--- src/rtl/led_pkg.sv ---
// Shared types and helpers for the LED blink-code logic.
// Holds the FSM state encoding and the prescaler divide-ratio function.
package led_pkg;

  typedef enum logic [1:0] {
    ST_IDLE = 2'd0,
    ST_ON   = 2'd1,
    ST_OFF  = 2'd2,
    ST_GAP  = 2'd3
  } led_state_t;

  function automatic int cyc_per_tick(input int clk_hz, input int tick_hz);
    return clk_hz / tick_hz;
  endfunction

endpackage

--- src/rtl/led_tick_prescaler.sv ---
// Divides the clock down to a one-cycle tick strobe every CYC_PER_TICK cycles.
// A synchronous clear restarts the count, so the first tick after clear is a full one.
module led_tick_prescaler #(
  parameter int CYC_PER_TICK = 12000
) (
  input  logic clk,
  input  logic rst_n,
  input  logic clr,
  output logic tick
);

  localparam int W = (CYC_PER_TICK > 1) ? $clog2(CYC_PER_TICK) : 1;
  localparam logic [W-1:0] LAST = W'(CYC_PER_TICK - 1);

  logic [W-1:0] cnt;

  // NOTE: sequential state uses non-blocking (<=) so every flop samples pre-edge values.
  always_ff @(posedge clk or negedge rst_n) begin
    if (!rst_n) begin
      cnt <= '0;
    end else if (clr || (cnt == LAST)) begin
      cnt <= '0;
    end else begin
      cnt <= cnt + 1'b1;
    end
  end

  // Left ungated by clr: the FSM derives clr from this strobe.
  assign tick = (cnt == LAST);

endmodule

--- src/rtl/led_blink_coder.sv ---
// LED output stage: shows each accepted blink code N as N PWM-dimmed pulses
// followed by a dark gap, optionally replaying the code until replaced.
module led_blink_coder
  import led_pkg::*;
#(
  parameter int CLK_HZ    = 12_000_000,
  parameter int TICK_HZ   = 1000,
  parameter int ON_TICKS  = 200,
  parameter int OFF_TICKS = 200,
  parameter int GAP_TICKS = 1000,
  parameter int PWM_BITS  = 8
) (
  input  logic                clk12mhz,
  input  logic                rst_n,
  input  logic                code_valid,
  output logic                code_ready,
  input  logic [3:0]          code_data,
  input  logic [PWM_BITS-1:0] brightness,
  input  logic                repeat_en,
  output logic                busy,
  output logic                ledRed
);

  localparam int CYC    = cyc_per_tick(CLK_HZ, TICK_HZ);
  localparam int PH_MAX = (ON_TICKS > OFF_TICKS)
                          ? ((ON_TICKS > GAP_TICKS) ? ON_TICKS : GAP_TICKS)
                          : ((OFF_TICKS > GAP_TICKS) ? OFF_TICKS : GAP_TICKS);
  localparam int PH_W   = $clog2(PH_MAX + 1);

  led_state_t          state, state_nxt;
  logic [PH_W-1:0]     phase_cnt, phase_last;
  logic [3:0]          remaining, code_lat;
  logic [PWM_BITS-1:0] bright_lat, pwm_cnt;
  logic                tick, expire, xfer, clr;
  logic                load, reload, dec;

  assign code_ready = (state == ST_IDLE) || (state == ST_GAP);
  assign xfer       = code_valid && code_ready;
  assign busy       = (state != ST_IDLE);

  led_tick_prescaler #(
    .CYC_PER_TICK(CYC)
  ) u_prescaler (
    .clk  (clk12mhz),
    .rst_n(rst_n),
    .clr  (clr),
    .tick (tick)
  );

  always_comb begin
    phase_last = '0;
    case (state)
      ST_ON:   phase_last = PH_W'(ON_TICKS - 1);
      ST_OFF:  phase_last = PH_W'(OFF_TICKS - 1);
      ST_GAP:  phase_last = PH_W'(GAP_TICKS - 1);
      default: phase_last = '0;
    endcase
  end

  assign expire = tick && (phase_cnt == phase_last);

  // NOTE: every always_comb output gets a default first, so no path can infer a latch.
  always_comb begin
    state_nxt = state;
    load      = 1'b0;
    reload    = 1'b0;
    dec       = 1'b0;
    unique case (state)
      ST_IDLE: begin
        if (xfer && (code_data != 4'd0)) begin
          state_nxt = ST_ON;
          load      = 1'b1;
        end
      end
      ST_ON: begin
        if (expire) begin
          state_nxt = ST_OFF;
          dec       = 1'b1;
        end
      end
      ST_OFF: begin
        if (expire) begin
          state_nxt = (remaining == 4'd0) ? ST_GAP : ST_ON;
        end
      end
      ST_GAP: begin
        // A new code cuts the gap short; otherwise the gap runs to expiry.
        if (xfer) begin
          if (code_data != 4'd0) begin
            state_nxt = ST_ON;
            load      = 1'b1;
          end else begin
            state_nxt = ST_IDLE;
          end
        end else if (expire) begin
          if (repeat_en) begin
            state_nxt = ST_ON;
            reload    = 1'b1;
          end else begin
            state_nxt = ST_IDLE;
          end
        end
      end
      default: state_nxt = ST_IDLE;
    endcase
  end

  // Timing restarts on every state entry and is held cleared while idle.
  assign clr = (state_nxt != state) || (state == ST_IDLE);

  always_ff @(posedge clk12mhz or negedge rst_n) begin
    if (!rst_n) begin
      state     <= ST_IDLE;
      phase_cnt <= '0;
      remaining <= 4'd0;
      code_lat  <= 4'd0;
      bright_lat <= '0;
      pwm_cnt   <= '0;
      ledRed    <= 1'b0;
    end else begin
      state   <= state_nxt;
      pwm_cnt <= pwm_cnt + 1'b1;
      ledRed  <= (state == ST_ON) && (pwm_cnt < bright_lat);

      if (clr) begin
        phase_cnt <= '0;
      end else if (tick) begin
        phase_cnt <= phase_cnt + 1'b1;
      end

      if (load) begin
        remaining  <= code_data;
        code_lat   <= code_data;
        bright_lat <= brightness;
      end else if (reload) begin
        remaining <= code_lat;
      end else if (dec) begin
        remaining <= remaining - 4'd1;
      end
    end
  end

endmodule

--- config.mk ---
export PLATFORM = sky130hd
export DESIGN_NAME = led_blink_coder
export DESIGN_NICKNAME = d
export VERILOG_FILES = /design/src/rtl/led_pkg.sv /design/src/rtl/led_tick_prescaler.sv /design/src/rtl/led_blink_coder.sv
export SDC_FILE = /design/constraint.sdc
export NUM_CORES = 1
export LEC_CHECK = 0
export CAP_MARGIN = 10
export CORE_ASPECT_RATIO = 0.7
export CORE_MARGIN = 1.5
export CORE_UTILIZATION = 45
export DETAILED_ROUTE_END_ITERATION = 7
export GPL_ROUTABILITY_DRIVEN = 0
export PLACE_DENSITY_LB_ADDON = 0.08
export SLEW_MARGIN = 20
export SYNTH_ARGS = -nofsm -noshare
export SYNTH_HDL_FRONTEND = slang
export SYNTH_HIERARCHICAL = 1
export SYNTH_SLANG_ARGS = --single-unit
export TNS_END_PERCENT = 5
--- constraint.sdc ---
create_clock -name clk12mhz -period 3.2 [get_ports clk12mhz]
set_input_delay 0.64 -clock clk12mhz [delete_from_list [all_inputs] [get_ports clk12mhz]]
set_output_delay 0.64 -clock clk12mhz [all_outputs]
set_load 0.01 [all_outputs]
==> impl_metrics.yaml, run 1 <==
critical_path:
  path_cells: "or4b_1, nor4_2, inv_1, a2111oi_4, and2_1, a41oi_2, or2_1, or2_1, buf_12, nor2_1"
  path_class: "register to register"
  rr_startpoint: "u_prescaler/cnt[5]"
  crit_fanout: 14
  endpoint_kind: "register"
  cp_num_buf_inv: 2
  critPathMaxStageDelay_ps: 550
  cp_top_family: "simple AND/OR/NAND/NOR gates"
  crit_required_ps: 3430
  startpoint_type: "register"
  crit_slowest_cell: "or4b_1"
  cp.arrival_ps: 3070
  rr_worst_depth: 10
  path_common_cell: "or2_1"
  r2r-end: "u_prescaler/cnt[4]"
  r2r_setup_slack_ps: 370
global_routing:
  grtUsageTotal_pct: 16.8
  overflow: 0
  grt_first_pass_wirelength_microns: 9520
  antenna_found_initial: 0
  grt_max_degree: 30
  grt_pass1_vias: 1997
clock_network:
  clock_latency_ps: 300
  cts_made_buffers: 5
  post_cts_buffers: 0
  clk_path_buf_depth: 2
  clock-root-buffer: "clkbuf_8"
  post_cts_resized: 0
  cts.sink_count: 51
  cts_tree: "yes"
  htreeDepth: 2
  hold_buffers: 0
  path_clk_slew_ps: 100
synthesis:
  synthAdderAreaFrac_pct: 7.69
  ys_seq_area_share_pct: 43.6
  synthCells: 291
  synth-edff-count: 0
  yosysWarnings: 6
  synthTopCellsByArea: "dfrtp_1 44%, ha_1 7.7%, xnor2_1 6.3%"
  netlist_area_sq_mm: 0.00293
  synth_compound_area_share_pct: 10.3
  yosys.area_share.simple_pct: 22.4
  synth_ff_type: "dfrtp_1"
  yosysMostFrequentCell: "dfrtp_1"
  synth_nets: 325
  synthXorXnorAreaFrac_pct: 8.38
  ys_seq_elements: 51
  avgSynthCellArea_sq_um: 10.1
  synth_top_family_by_area: "simple AND/OR/NAND/NOR gates"
  yosys.area.top_type: "dfrtp_1"
  synth_async_sr_flop_share_pct: 100
  yosysTopAreaCellShare_pct: 43.6
  synthTopCellsByCount: "51 x dfrtp_1, 26 x nand2_1, 21 x inv_1, 21 x xnor2_1, 18 x ha_1"
  ys_types: 49
  muxShareOfSynthArea_pct: 1.88
power_and_ir_drop:
  p_per_area_mw_per_mm2: 642
  power.leakage_nw: 1.36
  vdd_drop_max_mv: 0.272
route:
  avgRoutedWirePerCell_microns: 13.7
  drt_iter0_markers: 72
  drtPass1Iterations: 4
  drc: 0
  vias: 2022
  drt_wl_total_microns: 5390
  viasPerCell: 5.16
  ant_nets: 0
timing:
  fin_ws_ps: 367
  setup_tns_ps: 0
  tightest_slew_ps: 783
  clock.fmax_mhz: 353
  fin_skew_ps: 5.49
  min_period_ps: 2830
  fin_crit_sh_pct: 88.5
  slew_viol_final: 0
  rsz0062_at_grt: "no"
  hold_viol: 0
  setup_viol: 0
  max_slew_margin_pct: 47.4
  holdWs_ps: 307
layout:
  diodes: 0
  multi_input_area_sq_mm: 0.00148
  drive_gt1_share_pct: 15.9
  nets: 347
  final_area_sq_mm: 0.00332
  area_growth_syn_to_layout_pct: 13.4
  regArea_sq_mm: 0.00128
  fill_cells: 580
  instances_no_fill: 392
job:
  cap_violations: 0
floorplan:
  die_w_microns: 99.4
  die_area_sq_mm: 0.00701
  row_count: 24
  num_io_pins: 19
  die_h_microns: 70.5
  start_util_pct: 46.9
  core_sq_mm: 0.00625
placed_design:
  portBuffers: 18
  pre_cts_ws_ps: 346
  hpwlAfterDp_microns: 3920
  dp_cells: 384
  dpl_cell_area_sq_mm: 0.00318
run_status:
  status: "completed"
min_path:
  worstHoldPathType: "input pin to async pin"
==> power breakdown <==
| group | switching, W | internal (W) | total (W) | leakage [nW] |
|---|---|---|---|---|
| Combinational | 0.000430 | 0.000331 | 0.000761 | 0.637 |
| Sequential | 0.0000700 | 0.000766 | 0.000836 | 0.664 |
| Clock | 0.000224 | 0.000312 | 0.000536 | 0.0644 |
| Total | 0.000724 | 0.00141 | 0.00213 | 1.36 |
==> cells in the final DEF, fill, tap and decap left out, drive strengths merged, types with 2 or more instances in the layout <==
cell,n
a21oi,5
nor4,7
a211oi,2
buf,9
or2,3
xnor2,21
ha,18
xor2,7
nor3,15
clkdlybuf4s50,17
o211ai,3
nor4b,2
o21a,3
nand3,10
nand2,26
clkbuf,5
o21ai,22
nor2,24
nand3b,2
mux2,4
or4b,2
bufinv,2
nand2b,2
a31oi,3
and3,5
inv,21
dfrtp,51
nand4,6
and2,3
==> registers in the layout, indices dropped and copies added, names as in the netlist <==
register and count:
pwm_cnt 8, remaining 4, phase_cnt 10, state 2, ledRed 1, bright_lat 8, u_prescaler/cnt 14, code_lat 4
==> how the worst max path moves through the flow <==
stage,from,end,slack (ps),cells past startpoint
final,u_prescaler/cnt[5],u_prescaler/cnt[4],370,10
after global routing,u_prescaler/cnt[5],u_prescaler/cnt[4],180,10
after CTS,u_prescaler/cnt[5],u_prescaler/cnt[4],350,10
after detailed placement,code_data[0],u_prescaler/cnt[3],350,10
after global placement,code_data[0],u_prescaler/cnt[3],410,10
after floorplan,u_prescaler/cnt[5],u_prescaler/cnt[10],280,13
==> logic make-up after synthesis <==
kind of cell | after synthesis
compound gates | 45
xor+xnor | 28
fa+ha+maj | 18
buf+inv | 32
flops | 51
mux | 5
simple gates | 112
==> cell type report <==
class / instances / area share (%)
Sequential cell: 51 / 38.4
Timing Repair Buffer: 26 / 7.46
Clock buffer: 5 / 2.07
Inverter: 21 / 2.37
Clock inverter: 3 / 2.04
Tap cell: 78 / 2.94
Multi-Input combinational cell: 208 / 44.7
==> metal layers <==
layer | up-vias | routed length, microns | track usage [%]
li1 | 1046 | - | -
met1 | 942 | 2940 | 26.1
met2 | 32 | 2240 | 23.8
met3 | 2 | 194 | 4.20
met4 | 0 | 16 | 2.97
met5 | - | 0 | 0
==> metrics by stage <==
stage | power (W) | utilization [%]
3_5_place_dp | 0.00161 | 51.0
4_1_cts | 0.00216 | 53.1
2_1_floorplan | 0.00141 | -
3_3_place_gp | 0.00160 | 51.0
5_1_grt | 0.00228 | 53.1
6_report | 0.00213 | 53.1
Power figures use the tool's default switching activity.
==> run 2: changes to the inputs <==
- HOLD_SLACK_MARGIN: unset -> 0.06
==> results of run 2 <==
No change in the layout: final DEF, timing and power equal those of run 1.
==> run 3: changes to the inputs <==
- ABC_AREA: unset -> 1
==> run 3 against run 2 <==
  * Area after synthesis up 4.2%
  * Non-clock buffer count is 5 lower
  * Via count increased by 18%
  * Sequential share of layout area is 1.2 points lower
  * Highest routed layer unchanged
  * Fmax grew 3.6%
  * Die area grew 4.1%
==> impl_metrics.yaml, run 3 <==
run_status:
  status: "completed"
layout:
  largest_reg_flops: 14
  area_growth_syn_to_layout_pct: 12.3
  final_cell_mix: "99 x nand2_1, 51 x dfrtp_1, 47 x inv_1, 47 x nor2_1, 18 x ha_1"
  top_register: "u_prescaler/cnt"
  diodes: 0
  nets: 445
  reg.largest.list: "u_prescaler/cnt: 14 flops, phase_cnt: 10 flops"
  final_common_cell: "nand2_1"
  drive_gt1_share_pct: 11.4
timing:
  max_slew_margin_pct: 59.5
  fin_crit_sh_pct: 85.4
  min_period_ps: 2730
  rsz0062_at_grt: "no"
  tightest_slew_ps: 607
  fin_ws_ps: 467
  hold_viol: 0
  fin_skew_ps: 8.53
  slew_viol_final: 0
  clock.fmax_mhz: 366
  setup_tns_ps: 0
  setup_viol: 0
clock_network:
  cts_tree: "yes"
  clock_latency_ps: 310
  cts.sink_count: 51
  post_cts_buffers: 0
  clock-root-buffer: "clkbuf_8"
  cts_made_buffers: 5
  post_cts_resized: 0
  path_clk_slew_ps: 110
  hold_buffers: 0
  htreeDepth: 2
  clk_path_buf_depth: 2
global_routing:
  grtUsageTotal_pct: 18.6
  grt_first_pass_wirelength_microns: 10700
  antenna_found_initial: 0
  grt_pass1_vias: 2351
  overflow: 0
  grt_max_degree: 27
route:
  wl_met1_microns: 3200
  drt_wl_total_microns: 5840
  drt_iter0_markers: 85
  vias: 2379
  viasPerCell: 4.73
  drc: 0
  ant_nets: 0
  route.met2.wl_microns: 2360
  avgRoutedWirePerCell_microns: 11.6
  routed.top_layer: "met4"
  drtPass1Iterations: 4
  wl_met3_microns: 172
synthesis:
  synth_async_sr_flop_share_pct: 100
  ys_seq_elements: 51
  yosys.area.top_type: "dfrtp_1"
  yosysMostFrequentCell: "nand2_1"
  netlist_area_sq_mm: 0.00305
  synth-edff-count: 0
  synthTopCellsByArea: "dfrtp_1 42%, nand2_1 12%, ha_1 7.4%"
  yosysWarnings: 6
  yosysTopAreaCellShare_pct: 41.8
  synthCells: 387
  ys_types: 32
  ys_seq_area_share_pct: 41.8
  synthTopCellsByCount: "99 x nand2_1, 51 x dfrtp_1, 47 x inv_1, 47 x nor2_1, 18 x ha_1"
  avgSynthCellArea_sq_um: 7.89
  synth_ff_type: "dfrtp_1"
  synth_nets: 421
critical_path:
  cp-startpoint: "u_prescaler/cnt[0]"
  rr_worst_depth: 17
  r2r-end: "u_prescaler/cnt[10]"
  rr_startpoint: "u_prescaler/cnt[0]"
  endpoint_kind: "register"
  critPathMaxStageDelay_ps: 450
  path_common_cell: "nand2_1"
  path_class: "register to register"
  startpoint_type: "register"
  cp_top_family: "simple AND/OR/NAND/NOR gates"
  cp_num_buf_inv: 3
  path_cells: "ha_1, nand3_2, inv_2, nand2_1, nor3_1, nand2_1, inv_1, nand2_1, nor2_2, nand2_2, nand2_1, nand3_1, a21oi_2, nand3_2, inv_1, nand2_2, nor2_1"
  crit_required_ps: 3450
  crit_slowest_cell: "dfrtp_1"
  path_depth: 17
  r2r_setup_slack_ps: 470
  crit_fanout: 14
  cp.arrival_ps: 2980
floorplan:
  die_area_sq_mm: 0.00729
  core_sq_mm: 0.00640
  start_util_pct: 47.7
  num_io_pins: 19
  die_w_microns: 101
  row_count: 24
  die_h_microns: 71.9
placed_design:
  hpwlAfterDp_microns: 4390
  pre_cts_ws_ps: 470
  portBuffers: 18
job:
  cap_violations: 0
power_and_ir_drop:
  vdd_drop_max_mv: 0.315
  p_per_area_mw_per_mm2: 593
  power.leakage_nw: 1.65
min_path:
  worstHoldPathType: "input pin to async pin"
run 3: layer usage:
metal	track usage [%]	vias up
met5	0	-
met3	3.47	10
met1	28.0	1072
met4	5.86	0
li1	-	1261
met2	27.1	36
run 3: where the power goes:
group	internal (W)	switching, W
registers	0.000764	0.0000769
clock network	0.000160	0.000242
logic	0.000298	0.000489
run 3: area by class of cell:
cell class | count | area [sq um]
fill | 605 | 2970
multi-input combinational | 278 | 1540
clock inverter | 3 | 25.0
tap | 91 | 114
inverter | 54 | 203
clock buffer | 5 | 68.8
timing repair buffer | 21 | 198
sequential | 51 | 1280
run 3: per-stage QoR:
stage	hold slack [ps]	instances	area (sq um)	total power [W]	util (%)
detailed placement	459	495	3330	0.00165	52.1
CTS	336	503	3430	0.00207	53.6
finish	323	503	3430	0.00203	53.6
floorplan	344	387	3050	0.00145	-
global placement	458	495	3330	0.00164	52.1
global route	367	503	3430	0.00223	53.6
run 3: logic make-up after synthesis:
kind of cell / after synthesis / synth area share, %
compound gates: 35 / 6.89
xor+xnor: 22 / 6.31
fa+ha+maj: 18 / 7.38
buf+inv: 58 / 7.67
flops: 51 / 41.8
simple gates: 203 / 29.9
run 3: worst max-delay path by stage:
stage	endpoint
after floorplan	u_prescaler/cnt[0]
after global placement	u_prescaler/cnt[11]
after detailed placement	u_prescaler/cnt[10]
after CTS	u_prescaler/cnt[10]
after global routing	u_prescaler/cnt[10]
final	u_prescaler/cnt[10]
